==> config.mk <==
export PLATFORM = sky130hd
export DESIGN_NAME = mem_requester
export DESIGN_NICKNAME = d
export VERILOG_FILES = /design/src/rtl/mem_requester.sv
export SDC_FILE = /design/constraint.sdc
export NUM_CORES = 1
export LEC_CHECK = 0
export BUFFER_PORTS_ARGS = -buffer_cell sky130_fd_sc_hd__buf_2
export CAP_MARGIN = 20
export CORE_ASPECT_RATIO = 1.2
export CORE_UTILIZATION = 46
export DETAILED_ROUTE_END_ITERATION = 6
export GPL_TIMING_DRIVEN = 0
export PLACE_DENSITY = 0.79
export RECOVER_POWER = 25
export SKIP_CTS_REPAIR_TIMING = 1
export SLEW_MARGIN = 40
export SYNTH_ARGS = -nofsm -noshare
export SYNTH_HDL_FRONTEND = slang
export SYNTH_SLANG_ARGS = --single-unit
==> constraint.sdc <==
create_clock -name clk -period 2.6 [get_ports clk]
set_input_delay 0.26 -clock clk [delete_from_list [all_inputs] [get_ports clk]]
set_output_delay 0.26 -clock clk [all_outputs]
set_load 0.01 [all_outputs]
==> src/rtl/mem_requester.sv <==
// mem_requester: initiator for the req/ready memory protocol.
// Takes one read or write command at a time from a valid/ready command
// port, holds it on the request bus until the responder answers or the
// wait budget runs out, and reports the result with a one-cycle pulse.
module mem_requester #(
  parameter int ADDR_W  = 4,
  parameter int DATA_W  = 32,
  parameter int TIMEOUT = 32
) (
  input  logic              clk,
  input  logic              reset,
  input  logic              cmd_valid_i,
  output logic              cmd_ready_o,
  input  logic              cmd_rnw_i,
  input  logic [ADDR_W-1:0] cmd_addr_i,
  input  logic [DATA_W-1:0] cmd_wdata_i,
  output logic              req_o,
  output logic              req_rnw_o,
  output logic [ADDR_W-1:0] req_addr_o,
  output logic [DATA_W-1:0] req_wdata_o,
  input  logic              req_ready_i,
  input  logic [DATA_W-1:0] req_rdata_i,
  output logic              rsp_valid_o,
  output logic              rsp_rnw_o,
  output logic [DATA_W-1:0] rsp_rdata_o,
  output logic              rsp_timeout_o
);

  localparam logic [1:0] S_IDLE = 2'd0;
  localparam logic [1:0] S_REQ  = 2'd1;
  localparam logic [1:0] S_GAP  = 2'd2;

  // Last wait count before the request is abandoned.
  localparam logic [7:0] LP_LAST_WAIT = 8'(TIMEOUT - 1);

  logic [1:0]        r_state;
  logic [7:0]        r_wait_cnt;
  logic              r_req_rnw;
  logic [ADDR_W-1:0] r_req_addr;
  logic [DATA_W-1:0] r_req_wdata;
  logic              r_rsp_rnw;
  logic [DATA_W-1:0] r_rsp_rdata;
  logic              r_rsp_timeout;
  logic              w_in_idle;
  logic              w_in_req;
  logic              w_in_gap;

  // Handshake outputs decode straight from state so reset clears them at once.
  always_comb begin
    w_in_idle = (r_state == S_IDLE);
    w_in_req  = (r_state == S_REQ);
    w_in_gap  = (r_state == S_GAP);
  end

  assign cmd_ready_o   = w_in_idle;
  assign req_o         = w_in_req;
  assign rsp_valid_o   = w_in_gap;
  assign req_rnw_o     = r_req_rnw;
  assign req_addr_o    = r_req_addr;
  assign req_wdata_o   = r_req_wdata;
  assign rsp_rnw_o     = r_rsp_rnw;
  assign rsp_rdata_o   = r_rsp_rdata;
  assign rsp_timeout_o = r_rsp_timeout;

  // Sequencer: accept, hold request until ready or timeout, then one gap cycle.
  always_ff @(posedge clk or posedge reset) begin
    if (reset) begin
      r_state       <= S_IDLE;
      r_wait_cnt    <= '0;
      r_req_rnw     <= 1'b0;
      r_req_addr    <= '0;
      r_req_wdata   <= '0;
      r_rsp_rnw     <= 1'b0;
      r_rsp_rdata   <= '0;
      r_rsp_timeout <= 1'b0;
    end else begin
      case (r_state)
        S_IDLE: begin
          if (cmd_valid_i) begin
            r_req_rnw   <= cmd_rnw_i;
            r_req_addr  <= cmd_addr_i;
            r_req_wdata <= cmd_wdata_i;
            r_wait_cnt  <= '0;
            r_state     <= S_REQ;
          end
        end
        S_REQ: begin
          // Ready is checked first so a ready on the last allowed cycle still completes.
          if (req_ready_i) begin
            r_rsp_rnw     <= r_req_rnw;
            r_rsp_rdata   <= r_req_rnw ? req_rdata_i : '0;
            r_rsp_timeout <= 1'b0;
            r_state       <= S_GAP;
          end else if (r_wait_cnt == LP_LAST_WAIT) begin
            r_rsp_rnw     <= r_req_rnw;
            r_rsp_rdata   <= '0;
            r_rsp_timeout <= 1'b1;
            r_state       <= S_GAP;
          end else begin
            r_wait_cnt <= r_wait_cnt + 8'd1;
          end
        end
        S_GAP: begin
          r_state <= S_IDLE;
        end
        default: begin
          r_state <= S_IDLE;
        end
      endcase
    end
  end

endmodule

# Word-level counts from Yosys, hierarchy flattened
# Cells that the tools add are included.
[totals]
regBits = 81
input_bits = 73
output_inout_bits = 74
word_cells = 38
[classes]
add_sub_neg = 1
eq_ne = 7
n_mux = 15
n_reduce_logical = 7
[op_table]
columns = ["op", "count"]
rows = [
  ["2-to-1 mux 32 bit", 3],
  ["2-to-1 mux 8 bit", 3],
  ["case mux 8 bit (2 select lines)", 1],
  ["adder 8 x 1 -> 8 bit, second input constant", 1],
  ["== test 8 x 5 -> 1 bit, second input constant", 1],
  ["2-to-1 mux 2 bit", 3],
  ["!= test 2 bit, second input constant", 3],
  ["AND reduction 2 bit", 3],
  ["2-to-1 mux 1 bit", 4],
  ["case mux 2 bit (2 select lines)", 1],
  ["AND reduction 4 bit", 1],
  ["nonzero test 2 bit", 2],
  ["!= test 3 x 1 -> 1 bit, second input constant", 1],
  ["== test 2 x 1 -> 1 bit, second input constant", 1],
  ["== test 2 bit, second input constant", 1],
  ["logical NOT 2 bit", 1],
]

# Logic depth before layout (Yosys ltp)
# Gate-level depths: netlist of the first run.
[depth]
word_depth = 4
mapped_depth = 6
ltp_nobuf = 6

# Worst setup path before layout of the first run
# No wires, ideal clock.
[synth_path]
path_kind = "reg2reg"
startpoint = "reg r_wait_cnt[0]"
endpoint = "reg r_rsp_rnw, in the netlist rsp_rnw_o"
setup_ns = 0.128
arrival_time_ns = 1.491
required_time_ns = 2.472
slack_ns = 0.982
path_stages_with_launch = 6
n_path_buf = 0
period_less_slack_ns = 1.618
path_cell_list = "dfrtp_1 -> ha_1 -> and3_4 -> and2_4 -> o21ai_4 -> mux2_1"
[synth_via]
elab_chain_len = 3
[synth_lines]
columns = ["item", "line", "source"]
rows = [
  ["start, declared", "37", "logic [7:0] r_wait_cnt;"],
  ["start signal, assigned", "100", "r_wait_cnt <= r_wait_cnt + 8'd1;"],
  ["== test 8 x 5 -> 1 bit", "94", "end else if (r_wait_cnt == LP_LAST_WAIT) begin"],
  ["nonzero test 2 bit (no source line)", "-", ""],
  ["AND reduction 2 bit (no source line)", "-", ""],
  ["end signal, assigned", "90", "r_rsp_rnw <= r_req_rnw;"],
  ["end signal, assigned", "95", "r_rsp_rnw <= r_req_rnw;"],
  ["end, declared", "41", "logic r_rsp_rnw;"],
]
# No other way between the ends.
# A chain may end at the register's enable or synchronous reset.

# Final worst setup path of the first run
[layout_path]
startpoint = "reg r_state[1]"
endpoint = "out req_o"
[layout_via]
elab_chain_len = 1
[layout_lines]
columns = ["item", "line", "source"]
rows = [
  ["start, declared", "36", "logic [1:0] r_state;"],
  ["start signal, assigned", "68", "r_state <= S_IDLE;"],
  ["start signal, assigned", "84", "r_state <= S_REQ;"],
  ["start signal, assigned", "93", "r_state <= S_GAP;"],
  ["== test 2 x 1 -> 1 bit", "51", "w_in_req = (r_state == S_REQ);"],
  ["end, declared", "17", "output logic req_o,"],
]
# No other way between the ends.

==> results of run 1 <==
## per-layer routing
layer  up-vias  share of wire [%]  global-route usage, %
met5         -                  0                      0
li1       1121                  -                      -
met1      1151                 42                   24.3
met3        13                5.8                   4.59
met4         0                2.3                   11.8
met2        95                 50                   32.4
## worst max-delay path by stage
stage                                        to  slack (ps)  depth (start not counted)
floorplan                r_state[0]$_DFFE_PP0P_         260                          1
global placement    req_wdata_o[18]$_DFFE_PP0P_        -580                          2
detailed placement        rsp_rnw_o$_DFFE_PP0P_         830                          5
CTS                                       req_o         650                          4
global route                              req_o         550                          4
finish                                    req_o         670                          4
## cells in the final DEF, fill, tap and decap left out, types with 2 or more instances in the layout
cell type | netlist | routed
sky130_fd_sc_hd__inv_2 | 2 | 2
sky130_fd_sc_hd__mux2_2 | 37 | 37
sky130_fd_sc_hd__buf_4 | 2 | 2
sky130_fd_sc_hd__clkbuf_1 | 2 | 3
sky130_fd_sc_hd__nor2b_1 | 2 | 2
sky130_fd_sc_hd__o21ai_1 | 7 | 7
sky130_fd_sc_hd__and3_1 | 2 | 2
sky130_fd_sc_hd__nand2b_1 | 2 | 2
sky130_fd_sc_hd__a31oi_1 | 5 | 5
sky130_fd_sc_hd__mux2i_1 | 2 | 2
sky130_fd_sc_hd__nand4_1 | 6 | 6
sky130_fd_sc_hd__dfrtp_1 | 81 | 81
sky130_fd_sc_hd__buf_6 | 2 | 2
sky130_fd_sc_hd__clkbuf_8 | 0 | 9
sky130_fd_sc_hd__a21oi_1 | 5 | 5
sky130_fd_sc_hd__a22o_1 | 27 | 27
sky130_fd_sc_hd__nand2_1 | 4 | 4
sky130_fd_sc_hd__buf_2 | 8 | 153
sky130_fd_sc_hd__bufinv_16 | 0 | 2
sky130_fd_sc_hd__inv_1 | 9 | 8
sky130_fd_sc_hd__and2_1 | 2 | 2
## logic make-up after synthesis
group | count (synthesis) | synth area share [%]
buf+inv | 25 | 3.98
mux | 40 | 14.1
fa+ha+maj | 1 | 0.394
simple gates | 27 | 5.79
compound gates | 49 | 11.9
flops | 81 | 63.8
## metrics by stage
step / cells / setup slack [ps] / power, W / hold slack, ps
after floorplan: 223 / 260 / 0.00306 / 393
after global placement: 453 / -583 / 0.00375 / 471
after detailed placement: 454 / 825 / 0.00382 / 262
after CTS: 469 / 646 / 0.00480 / -113
after global routing: 470 / 555 / 0.00505 / 122
final: 470 / 665 / 0.00474 / 138
## flip-flops by register name (all words and copies together) (netlist names)
| signal | cells |
|---|---|
| req_rnw_o | 1 |
| rsp_timeout_o | 1 |
| req_addr_o | 4 |
| r_wait_cnt | 8 |
| r_state | 2 |
| rsp_rnw_o | 1 |
| req_wdata_o | 32 |
| rsp_rdata_o | 32 |
## area by class of cell
cell class                 instances  area, µm²  area share (%)
sequential                        81       2030            47.6
multi-input combinational        117       1020            24.0
timing repair buffer             147        763            17.9
clock buffer                      10        128            3.00
tap                               85        106            2.50
buffer                            14       85.1            2.00
clock inverter                     5       81.3            1.91
inverter                          11       42.5            1.00
## power groups by stage
stage	logic (W)	clock network [W]	registers (W)
CTS	0.00174	0.000994	0.00207
global route	0.00187	0.00104	0.00214
floorplan	0.000722	0	0.00233
detailed placement	0.00174	0	0.00208
global placement	0.00169	0	0.00206
finish	0.00171	0.000959	0.00207
==> results.sh, run 1 <==
export IMPL_drcViolationCount=0
export IMPL_slew_violations=35
export IMPL_share_comb_of_total_power_pct=36.1
export IMPL_max_slew_headroom_pct=-5.06
export IMPL_ys_warnings_count=0
export IMPL_gr_usage_all_layers_pct=20.0
export IMPL_end_kind="output port"
export IMPL_vias_in_the_first_global_route=2453
export IMPL_clock_tree_from_tritoncts="yes"
export IMPL_regToRegSetupSlack_ps=830
export IMPL_utilization_pct=64.8
export IMPL_drt_wirelength_per_cell_um=14.5
export IMPL_gpl_final_weighted_congestion=0.799
export IMPL_core_area_um2=6570
export IMPL_synth_most_common_cell="sky130_fd_sc_hd__dfrtp_1"
export IMPL_power_sequential_fraction_pct=43.6
export IMPL_clkPwrFrac_pct=20.3
export IMPL_worstPathRequired_ps=2340
export IMPL_crit_type="reg2out"
export IMPL_synth_top_cell_by_area="sky130_fd_sc_hd__dfrtp_1"
export IMPL_yosys_most_used_dff="sky130_fd_sc_hd__dfrtp_1"
export IMPL_number_of_antenna_violations_at_the_first_check_in_global_routing=0
export IMPL_report_final_hold_viol_count=0
export IMPL_area_delta_synth_final_pct=34.0
export IMPL_routed_wirelength_um=6800
export IMPL_depth_of_the_worst_register_to_register_path=5
export IMPL_postSynthNetCount=297
export IMPL_globalRoute_totalOverflow=0
export IMPL_crit_buf_inv=3
export IMPL_min_delay_path_depth=2
export IMPL_min_period_over_period_pct=74.4
export IMPL_setup_failing_eps_final=0
export IMPL_worstHoldStart="req_rdata_i[30]"
export IMPL_regToRegStartpoint="r_wait_cnt[0]$_DFFE_PP0P_"
export IMPL_final_setup_tns_ps=0
export IMPL_power_switching_w=0.00154
export IMPL_hp_class="in2reg"
export IMPL_n_fill_cell=538
export IMPL_grt_start_max_net_pins=48
export IMPL_num_io_pins=147
export IMPL_arrival_time_of_data_at_the_critical_path_endpoint_ps=1670
export IMPL_cp_startpoint="r_state[1]$_DFFE_PP0P_"
export IMPL_ctsLongestPathBuffers=2
export IMPL_netlist_cell_type_count=35
export IMPL_worstSkewPairLatency_ps=340
export IMPL_die_width_um=77.8
export IMPL_drive_gt1_share_pct=56.6
export IMPL_number_of_iterations_in_the_first_detailed_routing_pass=4
export IMPL_synth_async_reset_ratio_pct=100
export IMPL_dieArea_um2=7240
export IMPL_cpMaxStageDelayCell="sky130_fd_sc_hd__clkbuf_1"
export IMPL_cp_peak_stage_delay_ps=390
export IMPL_std_cell_rows=32
export IMPL_hold_path_endpoint="rsp_rdata_o[30]$_DFFE_PP0P_"
export IMPL_critical_path_max_fanout=10
export IMPL_clk_root_buffer_cell="sky130_fd_sc_hd__clkbuf_8"
export IMPL_detail_route_vias_per_cell=5.06
export IMPL_die_y_um=93.0
export IMPL_failed_checks="max-capacitance violations, max-slew violations"
export IMPL_detailed_place_hpwl_um=4970
export IMPL_detailroute_via_count=2380
export IMPL_antenna_diode_count=0
export IMPL_cap_violations=1
export IMPL_setup_repair_after_global_routing_missed_its_margin="false"
export IMPL_postLayoutCellArea_um2=4260
export IMPL_power_density_nw_per_um2=1110
export IMPL_min_period_ps=1930
export IMPL_worst_clock_skew_ps=10.4
export IMPL_grt_first_pass_wirelength_um=11100
export IMPL_p_sw_share_pct=32.5
export IMPL_final_nets=455
export IMPL_synth_largest_type_area_fraction_pct=63.8
export IMPL_drt_first_iter_violations=79
export IMPL_worst_setup_hold_path_clk_slew_ps=80
export IMPL_internal_power_w=0.00320
export IMPL_synth_edf_count=0
export IMPL_power_ir_vdd_worst_v=0.000580
export IMPL_timing_critical_path_cells="nand2b_2, inv_2, clkbuf_1, buf_2"
export IMPL_setup_worst_path_start_class="flip-flop"
export IMPL_netlist_instances=223
export IMPL_h_tree_depth=3
export IMPL_floorplan_initialDensity_pct=48.4
export IMPL_path_delay_family="buffers and inverters"
export IMPL_synth_commonest_cells="sky130_fd_sc_hd__dfrtp_1, sky130_fd_sc_hd__mux2_2, sky130_fd_sc_hd__a22o_1, sky130_fd_sc_hd__inv_1, sky130_fd_sc_hd__buf_2"
export IMPL_antenna_violating_nets_post_route=0
export IMPL_syn_area_per_cell_um2=14.2
export IMPL_timing_fmax_ghz=0.517
export IMPL_run_status="complete, but fails checks"
export IMPL_cts_buffers_inserted=9
export IMPL_worst_slew_pin_transition_ps=1570
export IMPL_synth_seq_cells=81
export IMPL_power_leakage_nw=2.18
export IMPL_port_buffer_count=145
export IMPL_syn_std_cell_area_um2=3180
export IMPL_dpl_instance_area_um2=4040
export IMPL_post_synth_main_area_contributors="sky130_fd_sc_hd__dfrtp_1, sky130_fd_sc_hd__mux2_2, sky130_fd_sc_hd__a22o_1"
export IMPL_yosysSeqAreaShare_pct=63.8
export IMPL_clock_sink_count=81
export IMPL_rr_endpoint="rsp_rnw_o$_DFFE_PP0P_"
Power figures use the tool's default switching activity.
==> inputs of run 2 (changes only) <==
- clock period: 2.6 -> 1.8 ns (I/O delays scaled with it)
==> run 2 against run 1 <==
The flow now finishes without violations. Via count up 0.50%. Flip-flop and latch count stayed put. Non-clock buffer count up 4. Global-route usage increased by 0.22 points. Critical path type is now reg2reg. Largest cell class unchanged. Highest routed layer unchanged.
==> results.sh, run 2 (synthesis gave the netlist of run 1 again) <==
export IMPL_critical_path_max_fanout=8
export IMPL_worstPathRequired_ps=2030
export IMPL_drt_wirelength_per_cell_um=14.9
export IMPL_area_delta_synth_final_pct=35.9
export IMPL_timing_critical_path_cells="ha_1, and3_4, and2_4, o21ai_4, mux2_1"
export IMPL_gpl_final_weighted_congestion=0.820
export IMPL_max_slew_headroom_pct=33.2
export IMPL_setup_failing_eps_final=0
export IMPL_hp_class="in2reg"
export IMPL_grt_start_max_net_pins=27
export IMPL_internal_power_w=0.00465
export IMPL_antenna_violating_nets_post_route=0
export IMPL_timing_fmax_ghz=0.575
export IMPL_grt_first_pass_wirelength_um=11200
export IMPL_clock_tree_from_tritoncts="yes"
export IMPL_share_comb_of_total_power_pct=36.4
export IMPL_ctsLongestPathBuffers=2
export IMPL_clk_root_buffer_cell="sky130_fd_sc_hd__clkbuf_8"
export IMPL_power_density_nw_per_um2=1600
export IMPL_depth_of_the_worst_register_to_register_path=5
export IMPL_min_delay_path_depth=2
export IMPL_routed_wirelength_um=7060
export IMPL_area_of_the_multi_input_gates_um2=1020
export IMPL_antenna_diode_count=0
export IMPL_detailroute_via_count=2392
export IMPL_regToRegSetupSlack_ps=60
export IMPL_h_tree_depth=3
export IMPL_detail_route_vias_per_cell=5.05
export IMPL_port_buffer_count=145
export IMPL_number_of_iterations_in_the_first_detailed_routing_pass=4
export IMPL_power_leakage_nw=2.22
export IMPL_post_layout_nonfiller_instances=474
export IMPL_power_sequential_fraction_pct=43.3
export IMPL_power_ir_vdd_worst_v=0.000991
export IMPL_hold_path_endpoint="rsp_rdata_o[23]$_DFFE_PP0P_"
export IMPL_utilization_pct=65.7
export IMPL_regToRegStartpoint="r_wait_cnt[0]$_DFFE_PP0P_"
export IMPL_drt_first_iter_violations=80
export IMPL_min_period_over_period_pct=96.7
export IMPL_dieArea_um2=7240
export IMPL_cpMaxStageDelayCell="sky130_fd_sc_hd__dfrtp_1"
export IMPL_worstHoldStart="req_rdata_i[23]"
export IMPL_arrival_time_of_data_at_the_critical_path_endpoint_ps=1970
export IMPL_clkPwrFrac_pct=20.3
export IMPL_layout_cells_most_common_list="sky130_fd_sc_hd__buf_2, sky130_fd_sc_hd__dfrtp_1, sky130_fd_sc_hd__mux2_2, sky130_fd_sc_hd__a22o_1, sky130_fd_sc_hd__clkbuf_8"
export IMPL_report_final_hold_viol_count=0
export IMPL_crit_type="reg2reg"
export IMPL_globalRoute_totalOverflow=0
export IMPL_die_y_um=93.0
export IMPL_slew_violations=0
export IMPL_worst_setup_hold_path_clk_slew_ps=90
export IMPL_floorplan_initialDensity_pct=48.4
export IMPL_worst_clock_skew_ps=16.9
export IMPL_n_fill_cell=512
export IMPL_p_sw_share_pct=32.7
export IMPL_gr_usage_all_layers_pct=20.2
export IMPL_setup_worst_path_start_class="flip-flop"
export IMPL_setup_repair_after_global_routing_missed_its_margin="false"
export IMPL_finalHoldWorstSlack_ps=45.9
export IMPL_drcViolationCount=0
export IMPL_number_of_antenna_violations_at_the_first_check_in_global_routing=0
export IMPL_power_switching_w=0.00226
export IMPL_worst_slew_pin_transition_ps=996
export IMPL_std_cell_rows=32
export IMPL_run_status="finished, final reports clean"
export IMPL_min_period_ps=1740
export IMPL_layout_commonest_cell="sky130_fd_sc_hd__buf_2"
export IMPL_detailed_place_hpwl_um=5290
export IMPL_final_nets=459
export IMPL_core_area_um2=6570
export IMPL_cts_buffers_inserted=9
export IMPL_rr_endpoint="rsp_rnw_o$_DFFE_PP0P_"
export IMPL_cp_peak_stage_delay_ps=400
export IMPL_clock_sink_count=81
export IMPL_place_detailed_instances=456
export IMPL_postLayoutCellArea_um2=4320
export IMPL_drive_gt1_share_pct=57.1
export IMPL_num_io_pins=147
export IMPL_dpl_instance_area_um2=4090
export IMPL_flip_flop_and_latch_area_um2=2030
export IMPL_worstSkewPairLatency_ps=350
export IMPL_vias_in_the_first_global_route=2417
export IMPL_die_width_um=77.8
export IMPL_end_kind="flip-flop"
export IMPL_cap_violations=0
[run 2: cell count changes in the layout (fill, tap and decap cells not counted), sizes merged]
| cell | delta |
|---|---|
| buf | +4 |
| clkinvlp | -1 |
| inv | +1 |
[run 2: per-layer routing]
layer,vias up,part of all wire (%),global-route usage [%]
li1,1128,-,-
met1,1176,42,25.2
met2,78,52,33.6
met3,10,4.5,5.66
met4,0,1.8,6.92
met5,-,0,0
[run 2: power groups by stage]
stage	Sequential, W	Combinational [W]	Clock (W)
after floorplan	0.00337	0.00104	0
after global placement	0.00298	0.00243	0
after detailed placement	0.00302	0.00251	0
after CTS	0.00300	0.00252	0.00144
after global routing	0.00309	0.00271	0.00151
final	0.00299	0.00251	0.00141
[run 2: how the worst max path moves through the flow]
stage,startpoint,endpoint
2_1_floorplan,r_wait_cnt[0]$_DFFE_PP0P_,rsp_rnw_o$_DFFE_PP0P_
6_report,r_wait_cnt[0]$_DFFE_PP0P_,rsp_rnw_o$_DFFE_PP0P_
5_1_grt,r_wait_cnt[0]$_DFFE_PP0P_,rsp_rnw_o$_DFFE_PP0P_
4_1_cts,r_state[1]$_DFFE_PP0P_,req_o
3_5_place_dp,r_wait_cnt[0]$_DFFE_PP0P_,rsp_rnw_o$_DFFE_PP0P_
3_3_place_gp,r_wait_cnt[0]$_DFFE_PP0P_,rsp_rnw_o$_DFFE_PP0P_
[run 2: stage by stage]
step / setup slack [ps] / total power [W] / TNS (ps)
6_report: 59.9 / 0.00691 / 0
5_1_grt: 4.35 / 0.00730 / 0
4_1_cts: -36.7 / 0.00695 / -36.7
3_5_place_dp: 32.0 / 0.00553 / 0
3_3_place_gp: 74.5 / 0.00541 / 0
2_1_floorplan: 182 / 0.00441 / 0
[run 2: final cells by class]
cell class	count	share of cell area, %
Multi-Input combinational cell	117	23.7
Clock inverter	5	1.83
Clock buffer	10	2.96
Buffer	14	2.00
Sequential cell	81	47.0
Tap cell	85	2.46
Inverter	11	0.986
Timing Repair Buffer	151	19.1
[run 2: critical path, delay by kind of cell, from the launching register on]
family | cells | cell delay [ps]
AO/OA/AOI/OAI | 1 | 290
adder cells (fa/ha/maj) | 1 | 240
flip-flops | 1 | 400
multiplexers | 1 | 360
AND/OR/NAND/NOR | 2 | 330
==> inputs of run 3 (changes only) <==
- RECOVER_POWER: 25 -> 100
==> run 3 against run 2 <==
Via count grew 0.54%. Clock power hardly changed. Critical path type unchanged. Combinational power decreased by 9.2%. Power fell by 3.0%. Core utilization shrank 1.8 points. Final cell count unchanged. Setup slack improved by 2.9 ps. Largest power group unchanged. Routed wire length up 0.11%.
==> results.sh, run 3 (synthesis gave the netlist of run 1 again) <==
export IMPL_cpMaxStageDelayCell="sky130_fd_sc_hd__dfrtp_1"
export IMPL_vias_in_the_first_global_route=2417
export IMPL_depth_of_the_worst_register_to_register_path=5
export IMPL_detail_route_vias_per_cell=5.07
export IMPL_gpl_final_weighted_congestion=0.820
export IMPL_min_period_over_period_pct=96.5
export IMPL_gr_usage_all_layers_pct=20.2
export IMPL_core_area_um2=6570
export IMPL_area_delta_synth_final_pct=32.2
export IMPL_slew_violations=0
export IMPL_arrival_time_of_data_at_the_critical_path_endpoint_ps=1960
export IMPL_cts_buffers_inserted=9
export IMPL_number_of_antenna_violations_at_the_first_check_in_global_routing=0
export IMPL_routed_wirelength_um=7070
export IMPL_setup_worst_path_start_class="flip-flop"
export IMPL_grt_start_max_net_pins=27
export IMPL_grt_first_pass_wirelength_um=11200
export IMPL_critical_path_endpoint="rsp_rnw_o$_DFFE_PP0P_"
export IMPL_run_status="finished, final reports clean"
export IMPL_area_of_the_multi_input_gates_um2=1020
export IMPL_floorplan_initialDensity_pct=48.4
export IMPL_regToRegStartpoint="r_wait_cnt[0]$_DFFE_PP0P_"
export IMPL_dieArea_um2=7240
export IMPL_flip_flop_and_latch_area_um2=2030
export IMPL_n_fill_cell=548
export IMPL_finalHoldWorstSlack_ps=47.4
export IMPL_layout_cells_most_common_list="sky130_fd_sc_hd__dfrtp_1, sky130_fd_sc_hd__clkbuf_1, sky130_fd_sc_hd__buf_2, sky130_fd_sc_hd__mux2_2, sky130_fd_sc_hd__a22o_1"
export IMPL_end_kind="flip-flop"
export IMPL_cap_violations=0
export IMPL_worst_slew_pin_transition_ps=1000
export IMPL_path_delay_family="flip-flops"
export IMPL_ctsLongestPathBuffers=2
export IMPL_antenna_diode_count=0
export IMPL_cp_peak_stage_delay_ps=400
export IMPL_detailed_place_hpwl_um=5290
export IMPL_drt_first_iter_violations=67
export IMPL_clk_root_buffer_cell="sky130_fd_sc_hd__clkbuf_8"
export IMPL_timing_critical_path_cells="ha_1, and3_4, and2_4, o21ai_4, mux2_1"
export IMPL_regToRegSetupSlack_ps=60
export IMPL_h_tree_depth=3
export IMPL_power_density_nw_per_um2=1600
export IMPL_die_width_um=77.8
export IMPL_rr_endpoint="rsp_rnw_o$_DFFE_PP0P_"
export IMPL_worstPathRequired_ps=2030
export IMPL_report_final_hold_viol_count=0
export IMPL_timing_fmax_ghz=0.576
export IMPL_crit_buf_inv=0
export IMPL_worst_clock_skew_ps=16.6
export IMPL_drt_wirelength_per_cell_um=14.9
export IMPL_antenna_violating_nets_post_route=0
export IMPL_finalPower_w=0.00670
export IMPL_final_setup_tns_ps=0
export IMPL_drive_gt1_share_pct=37.5
export IMPL_setup_repair_after_global_routing_missed_its_margin="false"
export IMPL_clock_tree_from_tritoncts="yes"
export IMPL_worstSkewPairLatency_ps=340
export IMPL_cp_startpoint="r_wait_cnt[0]$_DFFE_PP0P_"
export IMPL_setup_failing_eps_final=0
export IMPL_worst_setup_hold_path_clk_slew_ps=90
export IMPL_power_ir_vdd_worst_v=0.000948
export IMPL_critical_path_depth=5
export IMPL_detailroute_via_count=2405
export IMPL_num_io_pins=147
export IMPL_crit_type="reg2reg"
export IMPL_std_cell_rows=32
export IMPL_power_leakage_nw=1.96
export IMPL_clock_sink_count=81
export IMPL_critical_path_max_fanout=8
export IMPL_max_slew_headroom_pct=32.9
export IMPL_die_y_um=93.0
export IMPL_number_of_iterations_in_the_first_detailed_routing_pass=4
export IMPL_hp_class="in2reg"
export IMPL_min_delay_path_depth=2
export IMPL_drcViolationCount=0
export IMPL_min_period_ps=1740
export IMPL_final_nets=459
export IMPL_globalRoute_totalOverflow=0
export IMPL_port_buffer_count=145
export IMPL_layout_commonest_cell="sky130_fd_sc_hd__dfrtp_1"
==> run 3: changes by cell type in the layout (fill, tap and decap cells not counted), sizes merged <==
cell	delta
buf	-80
clkbuf	+80
==> run 3: how the worst min path moves through the flow <==
stage	start	end	slack, ps
floorplan	req_rdata_i[10]	rsp_rdata_o[10]$_DFFE_PP0P_	310
global placement	req_rdata_i[14]	rsp_rdata_o[14]$_DFFE_PP0P_	400
detailed placement	reset	rsp_rdata_o[28]$_DFFE_PP0P_	240
CTS	reset	req_wdata_o[22]$_DFFE_PP0P_	-140
global route	req_rdata_i[6]	rsp_rdata_o[6]$_DFFE_PP0P_	40
finish	req_rdata_i[23]	rsp_rdata_o[23]$_DFFE_PP0P_	50
==> run 3: worst reg2reg max path, stage by stage, from the launching register on <==
cell and delay, ps:
sky130_fd_sc_hd__dfrtp_1 400, sky130_fd_sc_hd__ha_1 240, sky130_fd_sc_hd__and3_4 180, sky130_fd_sc_hd__and2_4 150
sky130_fd_sc_hd__o21ai_4 290, sky130_fd_sc_hd__mux2_1 360
==> run 3: cell type report <==
type                            instances  area share (%)
Clock inverter                          5            1.88
Inverter                               11            1.01
Timing Repair Buffer                  151            16.9
Sequential cell                        81            48.3
Tap cell                               85            2.53
Buffer                                 14            2.03
Multi-Input combinational cell        117            24.4
Clock buffer                           10            3.04
==> run 3: report_power, final <==
group | switching [W] | internal, W | total, W
combinational | 0.00123 | 0.00106 | 0.00228
sequential | 0.000422 | 0.00259 | 0.00301
clock | 0.000632 | 0.000775 | 0.00141
==> run 3: layer usage <==
layer	share of wire, %	wire length (µm)	vias up	GRT usage [%]
met3	4.6	327	10	5.66
met1	42	2970	1190	25.2
li1	-	-	1126	-
met4	1.8	124	0	6.92
met2	52	3650	79	33.6
met5	0	0	-	0
==> run 3: per-stage QoR <==
| step | utilization [%] | instance area [µm²] | cells | setup WS (ps) |
|---|---|---|---|---|
| final | 63.9 | 4200 | 474 | 62.8 |
| after detailed placement | 62.2 | 4090 | 456 | 32.0 |
| after floorplan | - | 3180 | 223 | 182 |
| after global routing | 63.9 | 4200 | 474 | 2.61 |
| after CTS | 65.4 | 4290 | 471 | -36.7 |
| after global placement | 61.1 | 4010 | 453 | 74.5 |
